### config.mk
export PLATFORM = sky130hd
export DESIGN_NAME = trap_ctrl
export DESIGN_NICKNAME = d
export VERILOG_FILES = /design/src/rtl/trap_ctrl.sv
export SDC_FILE = /design/constraint.sdc
export NUM_CORES = 1
export LEC_CHECK = 0
export CAP_MARGIN = 10
export CORE_UTILIZATION = 40
export DETAILED_ROUTE_END_ITERATION = 12
export MAX_ROUTING_LAYER = met4
export PLACE_DENSITY_LB_ADDON = 0.12
export SETUP_SLACK_MARGIN = 0.1
export SYNTH_ARGS = -nofsm -noshare
export SYNTH_HDL_FRONTEND = slang
export SYNTH_SLANG_ARGS = --single-unit
### constraint.sdc
create_clock -name iw_clk -period 6.2 [get_ports iw_clk]
set_clock_uncertainty 0.1 [all_clocks]
set_input_delay 1.55 -clock iw_clk [delete_from_list [all_inputs] [get_ports iw_clk]]
set_output_delay 1.55 -clock iw_clk [all_outputs]
set_load 0.05 [all_outputs]
### src/rtl/trap_ctrl.sv
// trap_ctrl: trap entry / return sequencer for the EX stage.
//   A trap request saves the trapping PC and the cause into the special-register
//   write port, flushes the front end and vectors fetch to the handler. A reti in
//   the handler redirects fetch back to saved PC + 1. A stall freezes the
//   sequencer, including its outputs.
//
// Optional feature macro: TRAP_DOUBLE_FAULT_EN
//   defined   -> a trap request while in the handler is a double fault; the
//                sequencer halts until reset and performs no SR writes
//   undefined -> a trap request in the handler starts a fresh entry that
//                overwrites the saved PC and cause; HALT is never entered
//
// Ports:
//   iw_clk, iw_rst           clock, synchronous active-high reset
//   iw_trap_req/cause/pc     trap request from EX with cause code and PC
//   iw_reti                  return-from-trap executed in EX
//   iw_vec_base              trap vector table base
//   iw_stall                 pipeline stall, freezes state and outputs
//   ow_flush                 front-end flush
//   ow_redirect/_pc          fetch redirect strobe and target
//   ow_sr_we/_sel/_val       special-register write (sel 0 = saved PC, 1 = cause)
//   ow_in_trap               high in every state except IDLE
//   ow_halt                  double-fault halt (sticky until reset)
//   ow_cause                 last latched cause
module trap_ctrl (
    input  logic        iw_clk,
    input  logic        iw_rst,
    input  logic        iw_trap_req,
    input  logic [3:0]  iw_trap_cause,
    input  logic [47:0] iw_trap_pc,
    input  logic        iw_reti,
    input  logic [47:0] iw_vec_base,
    input  logic        iw_stall,
    output logic        ow_flush,
    output logic        ow_redirect,
    output logic [47:0] ow_redirect_pc,
    output logic        ow_sr_we,
    output logic [1:0]  ow_sr_sel,
    output logic [47:0] ow_sr_val,
    output logic        ow_in_trap,
    output logic        ow_halt,
    output logic [3:0]  ow_cause
);

    localparam int unsigned PC_W    = 48;
    localparam int unsigned CAUSE_W = 4;
    localparam int unsigned SEL_W   = 2;

    localparam logic [SEL_W-1:0] SEL_PC    = SEL_W'(0);
    localparam logic [SEL_W-1:0] SEL_CAUSE = SEL_W'(1);

    typedef enum logic [2:0] {
        S_IDLE       = 3'd0,
        S_SAVE_PC    = 3'd1,
        S_SAVE_CAUSE = 3'd2,
        S_REDIRECT   = 3'd3,
        S_HANDLER    = 3'd4,
        S_RETURN     = 3'd5,
        S_HALT       = 3'd6
    } state_t;

    state_t               r_state;
    state_t               w_next;
    logic                 w_take;
    logic [PC_W-1:0]      r_pc;
    logic [CAUSE_W-1:0]   r_cause;
    logic [PC_W-1:0]      w_pc_next;
    logic [CAUSE_W-1:0]   w_cause_next;

    logic                 r_flush;
    logic                 r_redirect;
    logic [PC_W-1:0]      r_redirect_pc;
    logic                 r_sr_we;
    logic [SEL_W-1:0]     r_sr_sel;
    logic [PC_W-1:0]      r_sr_val;
    logic                 r_in_trap;
    logic                 r_halt;

    logic                 w_flush;
    logic                 w_redirect;
    logic [PC_W-1:0]      w_redirect_pc;
    logic                 w_sr_we;
    logic [SEL_W-1:0]     w_sr_sel;
    logic [PC_W-1:0]      w_sr_val;
    logic                 w_in_trap;
    logic                 w_halt;

    // State, latched trap context and registered outputs; stall freezes all of it.
    always_ff @(posedge iw_clk) begin
        if (iw_rst) begin
            r_state       <= S_IDLE;
            r_pc          <= '0;
            r_cause       <= '0;
            r_flush       <= 1'b0;
            r_redirect    <= 1'b0;
            r_redirect_pc <= '0;
            r_sr_we       <= 1'b0;
            r_sr_sel      <= '0;
            r_sr_val      <= '0;
            r_in_trap     <= 1'b0;
            r_halt        <= 1'b0;
        end else if (!iw_stall) begin
            r_state       <= w_next;
            r_pc          <= w_pc_next;
            r_cause       <= w_cause_next;
            r_flush       <= w_flush;
            r_redirect    <= w_redirect;
            r_redirect_pc <= w_redirect_pc;
            r_sr_we       <= w_sr_we;
            r_sr_sel      <= w_sr_sel;
            r_sr_val      <= w_sr_val;
            r_in_trap     <= w_in_trap;
            r_halt        <= w_halt;
        end
    end

    // Next state; w_take marks the edge that captures a new trap context.
    always_comb begin
        w_next = r_state;
        w_take = 1'b0;
        case (r_state)
            S_IDLE: begin
                if (iw_trap_req) begin
                    w_next = S_SAVE_PC;
                    w_take = 1'b1;
                end
            end
            S_SAVE_PC:    w_next = S_SAVE_CAUSE;
            S_SAVE_CAUSE: w_next = S_REDIRECT;
            S_REDIRECT:   w_next = S_HANDLER;
            S_HANDLER: begin
                // A new trap outranks a simultaneous reti.
                if (iw_trap_req) begin
`ifdef TRAP_DOUBLE_FAULT_EN
                    w_next = S_HALT;
`else
                    w_next = S_SAVE_PC;
                    w_take = 1'b1;
`endif
                end else if (iw_reti) begin
                    w_next = S_RETURN;
                end
            end
            S_RETURN:     w_next = S_IDLE;
            S_HALT:       w_next = S_HALT;
            default:      w_next = S_IDLE;
        endcase
    end

    assign w_pc_next    = w_take ? iw_trap_pc    : r_pc;
    assign w_cause_next = w_take ? iw_trap_cause : r_cause;

    // Outputs decoded from the state being entered, so they register with it.
    always_comb begin
        w_flush       = 1'b0;
        w_redirect    = 1'b0;
        w_redirect_pc = '0;
        w_sr_we       = 1'b0;
        w_sr_sel      = SEL_PC;
        w_sr_val      = '0;
        w_in_trap     = (w_next != S_IDLE);
        w_halt        = 1'b0;
        case (w_next)
            S_SAVE_PC: begin
                w_flush  = 1'b1;
                w_sr_we  = 1'b1;
                w_sr_sel = SEL_PC;
                w_sr_val = w_pc_next;
            end
            S_SAVE_CAUSE: begin
                w_flush  = 1'b1;
                w_sr_we  = 1'b1;
                w_sr_sel = SEL_CAUSE;
                w_sr_val = PC_W'(w_cause_next);
            end
            S_REDIRECT: begin
                // Vector table entries are 4 apart; the sum wraps at 48 bits.
                w_flush       = 1'b1;
                w_redirect    = 1'b1;
                w_redirect_pc = iw_vec_base + PC_W'({w_cause_next, 2'b00});
            end
            S_RETURN: begin
                w_flush       = 1'b1;
                w_redirect    = 1'b1;
                w_redirect_pc = w_pc_next + PC_W'(1);
            end
            S_HALT: begin
                w_flush = 1'b1;
                w_halt  = 1'b1;
            end
            default: ;
        endcase
    end

    assign ow_flush       = r_flush;
    assign ow_redirect    = r_redirect;
    assign ow_redirect_pc = r_redirect_pc;
    assign ow_sr_we       = r_sr_we;
    assign ow_sr_sel      = r_sr_sel;
    assign ow_sr_val      = r_sr_val;
    assign ow_in_trap     = r_in_trap;
    assign ow_halt        = r_halt;
    assign ow_cause       = r_cause;

endmodule

==> impl_metrics.json, run 1 <==
{
  "drv_slew": 0,
  "antenna_found_initial": 0,
  "clock_latency_ns": 0.43,
  "worst-path-stages": 13,
  "syn_inst": 1175,
  "r2r_cells": 12,
  "drv_cap": 0,
  "final_nets": 1455,
  "ys.warnings.count": 0,
  "clk_pin_slew_ns": 0.07,
  "final_common_cell": "nor2_1",
  "start_kind": "primary input",
  "synth-main-ff-cell": "dfxtp_1",
  "finalHoldWorstSlack_ns": 0.371,
  "die-area_mm2": 0.0235,
  "synth_seq_area_share_pct": 34.3,
  "final_core_util_pct": 54.2,
  "ys_types": 61,
  "first_pass_iters": 5,
  "initial_core_util_pct": 41.4,
  "path_delay_family": "simple AND/OR/NAND/NOR gates",
  "finalHoldViolCount": 0,
  "synth_area_leaders": "dfxtp_1 (34%), nor2_1 (9.5%), mux2i_1 (6.9%)",
  "drc": 0,
  "synth_largest_area_cell": "dfxtp_1",
  "cpPeakStageDelay_ns": 0.47,
  "fp.dieH_um": 153,
  "cpMostUsedCell": "nand2_1",
  "grt_use_total_pct": 26.8,
  "synth_nets": 1290,
  "setup_violations": 0,
  "final.setup.tns_ns": 0,
  "grt.overflow.total": 0,
  "viasPerCell": 5.67,
  "worst_slew_pin_slew_ns": 1.13,
  "ios": 212,
  "drtIter0Drc": 886,
  "relSlewSlack_pct": 24.9,
  "pre_cts_ws_ns": 0.966,
  "diodes": 0,
  "postLayoutSetupSlackWorst_ns": 1.35,
  "p_leak_uw": 0.00431,
  "synth_edf_count": 0,
  "ys_ff_latch": 157,
  "critical_path_arrival_ns": 5.02,
  "cp_max_fo": 33,
  "ctsResizeCount": 0,
  "syn_avg_cell_area_um2": 7.79,
  "dp.final_hpwl_mm": 22.3,
  "fp.dieW_um": 153,
  "worst-setup-path-type": "in -> reg",
  "fin_crit_sh_pct": 78.2,
  "min_path_cells": 2,
  "grt_max_degree": 104,
  "ctsRootBufferMaster": "clkbuf_16",
  "cts_setup_buffers": 0,
  "ir_worst_vdd_mv": 0.159,
  "rsz0062_at_grt": "no",
  "hold_class": "reg -> reg",
  "numCtsBuffers": 17,
  "core.rowCount": 54,
  "clock_tree.buffer_depth": 2,
  "endpoint_kind": "register",
  "cp_data_required_time_ns": 6.37,
  "ant_nets": 0,
  "fillCellCount": 2124,
  "wire_per_inst_um": 18.8,
  "mostFrequentLayoutCells": "nor2_1 (230), clkdlybuf4s50_1 (208), dfxtp_1 (157), a21oi_1 (117), nand2_1 (67)",
  "finalCriticalPeriod_ns": 4.85,
  "synthArstFlopShare_pct": 0,
  "drt-total-wl_mm": 30.7,
  "worst-path-buf-inv": 2,
  "num_vias": 9255,
  "crit_chain": "clkdlybuf4s50_1, or3b_1, buf_4, nand2_1, nand2_1, ha_1, nand3_1, mux2_2, nand2b_1, nor4b_1, xor2_1, a221oi_1, nor3_1",
  "htree_levels": 4,
  "place_congestion": 0.928,
  "drive_gt1_share_pct": 5.76,
  "port_buffers": 210,
  "cts_sinks": 157,
  "cts_tree": "built",
  "status": "completed",
  "grt_pass1_wl_mm": 47.8,
  "core_area_mm2": 0.0221,
  "synth_area_mm2": 0.00915,
  "power_density_mw_per_mm2": 239,
  "crit_slowest_cell": "nor4b_1",
  "cts_hold_buf": 0,
  "fmax_mhz": 206,
  "area_delta_synth_final_pct": 30.9,
  "grt_pass1_vias": 8338,
  "synth_top_area_share_pct": 34.3
}
## per-stage QoR
step	power, uW	area [um2]	instances
floorplan	1510	9150	1175
global placement	1750	11400	1601
detailed placement	1750	11400	1601
CTS	2880	12000	1633
global route	2980	12000	1633
finish	2860	12000	1633
## worst min-delay path, cell delays in order (launching register included)
cell and delay (ns):
dfxtp_1 0.31, nand2_1 0.06, a21oi_1 0.05
## synthesized netlist by cell type, types with 4 or more instances
library cell / instances
inv_1: 27
nor2b_1: 33
nor2_1: 231
nand2_1: 67
nor4_1: 13
o21ai_0: 8
or3_1: 4
a221oi_1: 32
mux2i_1: 63
and4_1: 5
and2_1: 5
ha_1: 9
nor3_1: 62
buf_1: 6
mux2_2: 12
o211ai_1: 4
o22ai_1: 4
nand4_1: 33
a211oi_1: 4
dfxtp_1: 157
xor2_1: 23
a21oi_1: 117
buf_6: 5
clkbuf_1: 55
xnor2_1: 58
buf_2: 8
nor3b_1: 4
nand3_1: 54
and3_1: 9
a22oi_1: 16
## registers in the layout, indices dropped and copies added (netlist names)
name and count:
ow_redirect_pc 48, ow_redirect 1, ow_sr_we 1, ow_flush 1, r_state 3, ow_sr_sel 1, ow_in_trap 1, ow_halt 1
r_pc 48, ow_sr_val 48, ow_cause 4
## routing by layer
metal	track usage, %	vias up	wire, um
met2	35.1	411	12100
met5	-	-	0
li1	-	4487	-
met4	4.86	0	238
met1	41.8	4336	15900
met3	4.54	21	2440
## final timing paths
kind | startpoint | endpoint | slack, ns
setup / recovery | iw_trap_req | ow_redirect_pc[36] | 1.35
hold reg to reg | ow_sr_val[20] | ow_sr_val[20] | 0.37
hold / removal | ow_sr_val[20] | ow_sr_val[20] | 0.37
setup reg to reg | r_state[1] | ow_redirect_pc[36] | 2.46
## cell families after synthesis
family	count (synthesis)	synth area share, %
and+or+nand+nor	538	28.2
xor gates and xnor gates	81	7.75
DFF	157	34.3
other	1	0.0410
adders and majority gates	10	1.45
AOI/OAI and AO/OA	207	14.6
buffers and inverters	104	4.91
muxes	77	8.68
## power breakdown
group,total (uW),switching (uW),internal [uW]
registers,1100,40.0,1060
clock network,1120,472,648
logic,645,404,241
## area by class of cell
type / instances / area [um2] / share of cell area, %
Timing Repair Buffer: 223 / 2200 / 18.4
Clock buffer: 17 / 425 / 3.55
Sequential cell: 157 / 3140 / 26.2
Inverter: 27 / 101 / 0.846
Clock inverter: 15 / 194 / 1.62
Multi-Input combinational cell: 914 / 5570 / 46.5
Tap cell: 280 / 350 / 2.92
Power figures use the tool's default switching activity.
==> inputs of run 2 (changes only) <==
==> constraint.sdc (replaced) <==
create_clock -name iw_clk -period 4.4 [get_ports iw_clk]
set_clock_uncertainty 0.1 [all_clocks]
set_input_delay 1.1 -clock iw_clk [delete_from_list [all_inputs] [get_ports iw_clk]]
set_output_delay 1.1 -clock iw_clk [all_outputs]
set_load 0.05 [all_outputs]
==> impl_metrics.json, run 2 (synthesized netlist as in run 1, its figures left out) <==
{
  "clock_tree.buffer_depth": 2,
  "wire_per_inst_um": 18.5,
  "timing.reg2reg.setup_slack_ns": 1.15,
  "relSlewSlack_pct": 37.9,
  "critical_path_arrival_ns": 4.18,
  "ios": 212,
  "numCtsBuffers": 17,
  "hold_end": "ow_sr_val[20]",
  "status": "completed",
  "cts_tree": "built",
  "min_path_cells": 2,
  "rr_startpoint": "r_state[1]",
  "fin_crit_sh_pct": 91.2,
  "min-delay-start": "ow_sr_val[20]",
  "worst-setup-path-type": "in -> reg",
  "hold_class": "reg -> reg",
  "rsz0062_at_grt": "no",
  "drtIter0Drc": 786,
  "start_kind": "primary input",
  "grt_use_total_pct": 27.3,
  "cts_setup_buffers": 0,
  "r2r_cells": 12,
  "ctsResizeCount": 0,
  "drv_cap": 0,
  "power_uw": 4030,
  "drt-total-wl_mm": 31.1,
  "grt_pass1_wl_mm": 48.7,
  "final_nets": 1498,
  "setup_violations": 0,
  "first_pass_iters": 5,
  "place_congestion": 0.918,
  "clock_latency_ns": 0.43,
  "final_cells": 1677,
  "ant_nets": 0,
  "cp_max_fo": 6,
  "ctsRootBufferMaster": "clkbuf_16",
  "num_vias": 9309,
  "worst_slew_pin_slew_ns": 0.932,
  "r2r-end": "ow_redirect_pc[30]",
  "clk_pin_slew_ns": 0.06,
  "grt_max_degree": 190,
  "cp_data_required_time_ns": 4.57,
  "power_density_mw_per_mm2": 325,
  "viasPerCell": 5.55,
  "finalHoldViolCount": 0,
  "core_area_mm2": 0.0221,
  "grt.overflow.total": 0,
  "final.setup.tns_ns": 0,
  "p_leak_uw": 0.00453,
  "final_common_cell": "nor2_1",
  "finalCriticalPeriod_ns": 4.01,
  "antenna_found_initial": 1,
  "port_buffers": 210,
  "initial_core_util_pct": 41.4,
  "area_delta_synth_final_pct": 35.4,
  "mostFrequentLayoutCells": "nor2_1 (230), clkdlybuf4s50_1 (208), dfxtp_1 (157), a21oi_1 (117), nand2_1 (67)",
  "htree_levels": 4,
  "cts_hold_buf": 0,
  "fp.dieH_um": 153,
  "drc": 0,
  "core.rowCount": 54,
  "ir_worst_vdd_mv": 0.212,
  "fp.dieW_um": 153,
  "dp.final_hpwl_mm": 22.6,
  "die-area_mm2": 0.0235,
  "endpoint_kind": "register",
  "dp_cells": 1644,
  "cts_sinks": 157,
  "grt_pass1_vias": 8606,
  "fmax_mhz": 249,
  "drive_gt1_share_pct": 8.88,
  "drv_slew": 0
}
run 2: cell types whose count changed in the layout (fill, tap and decap cells not counted), sizes merged:
cell      before  now
buf           15   58
bufinv         3    2
clkinvlp       2    3
clkbuf        17   21
inv           36   29
diode          0    1
clkinv         1    4
run 2: how the worst max path moves through the flow:
stage | slack [ns] | from | cells past startpoint | to
after global routing | 0.21 | iw_trap_req | 13 | ow_redirect_pc[30]
after detailed placement | 0.03 | iw_trap_req | 13 | ow_redirect_pc[30]
final | 0.39 | iw_trap_req | 13 | ow_redirect_pc[30]
after floorplan | 0.09 | iw_trap_req | 17 | ow_redirect_pc[47]
after CTS | 0.39 | iw_trap_req | 13 | ow_redirect_pc[30]
after global placement | 0.05 | iw_trap_req | 13 | ow_redirect_pc[30]
run 2: critical path, stage by stage:
cell             delay (ns)
clkdlybuf4s50_1        0.49
nor3b_4                0.35
mux2i_1                0.27
inv_1                  0.07
ha_1                   0.21
fa_1                   0.43
a211oi_1               0.23
nor2_1                 0.13
nand4_1                0.26
nor2_1                 0.10
xor2_1                 0.17
a221oi_1               0.28
nor3_1                 0.09
run 2: metrics by stage:
step	hold WS [ns]	setup slack (ns)	util, %	area [um2]
after global routing	0.389	0.213	56.1	12400
after detailed placement	0.360	0.0278	53.3	11800
after global placement	0.351	0.0450	53.3	11800
after floorplan	0.358	0.0921	-	9190
after CTS	0.370	0.394	56.1	12400
final	0.367	0.389	56.1	12400
run 2: routing by layer:
metal / vias up / part of all wire (%) / GRT usage [%]
met3: 30 / 7.9 / 5.56
li1: 4565 / - / -
met2: 349 / 40 / 36.3
met4: 0 / 1.8 / 7.17
met1: 4365 / 51 / 40.8
met5: - / 0 / -
run 2: where the power goes:
part / leakage (uW) / internal, uW / switching (uW)
logic: 0.00296 / 376 / 584
registers: 0.00128 / 1490 / 54.3
clock network: 0.000286 / 887 / 638
total: 0.00453 / 2750 / 1280
run 2: cell type report:
type,instances,area [um2]
diodes,1,2.50
well taps,280,350
fillers,2109,9700
multi-input cells,914,5590
repair buffers,266,2600
flip-flops and latches,157,3140
clock inverters,11,131
inverters,27,101
clock buffers,21,470
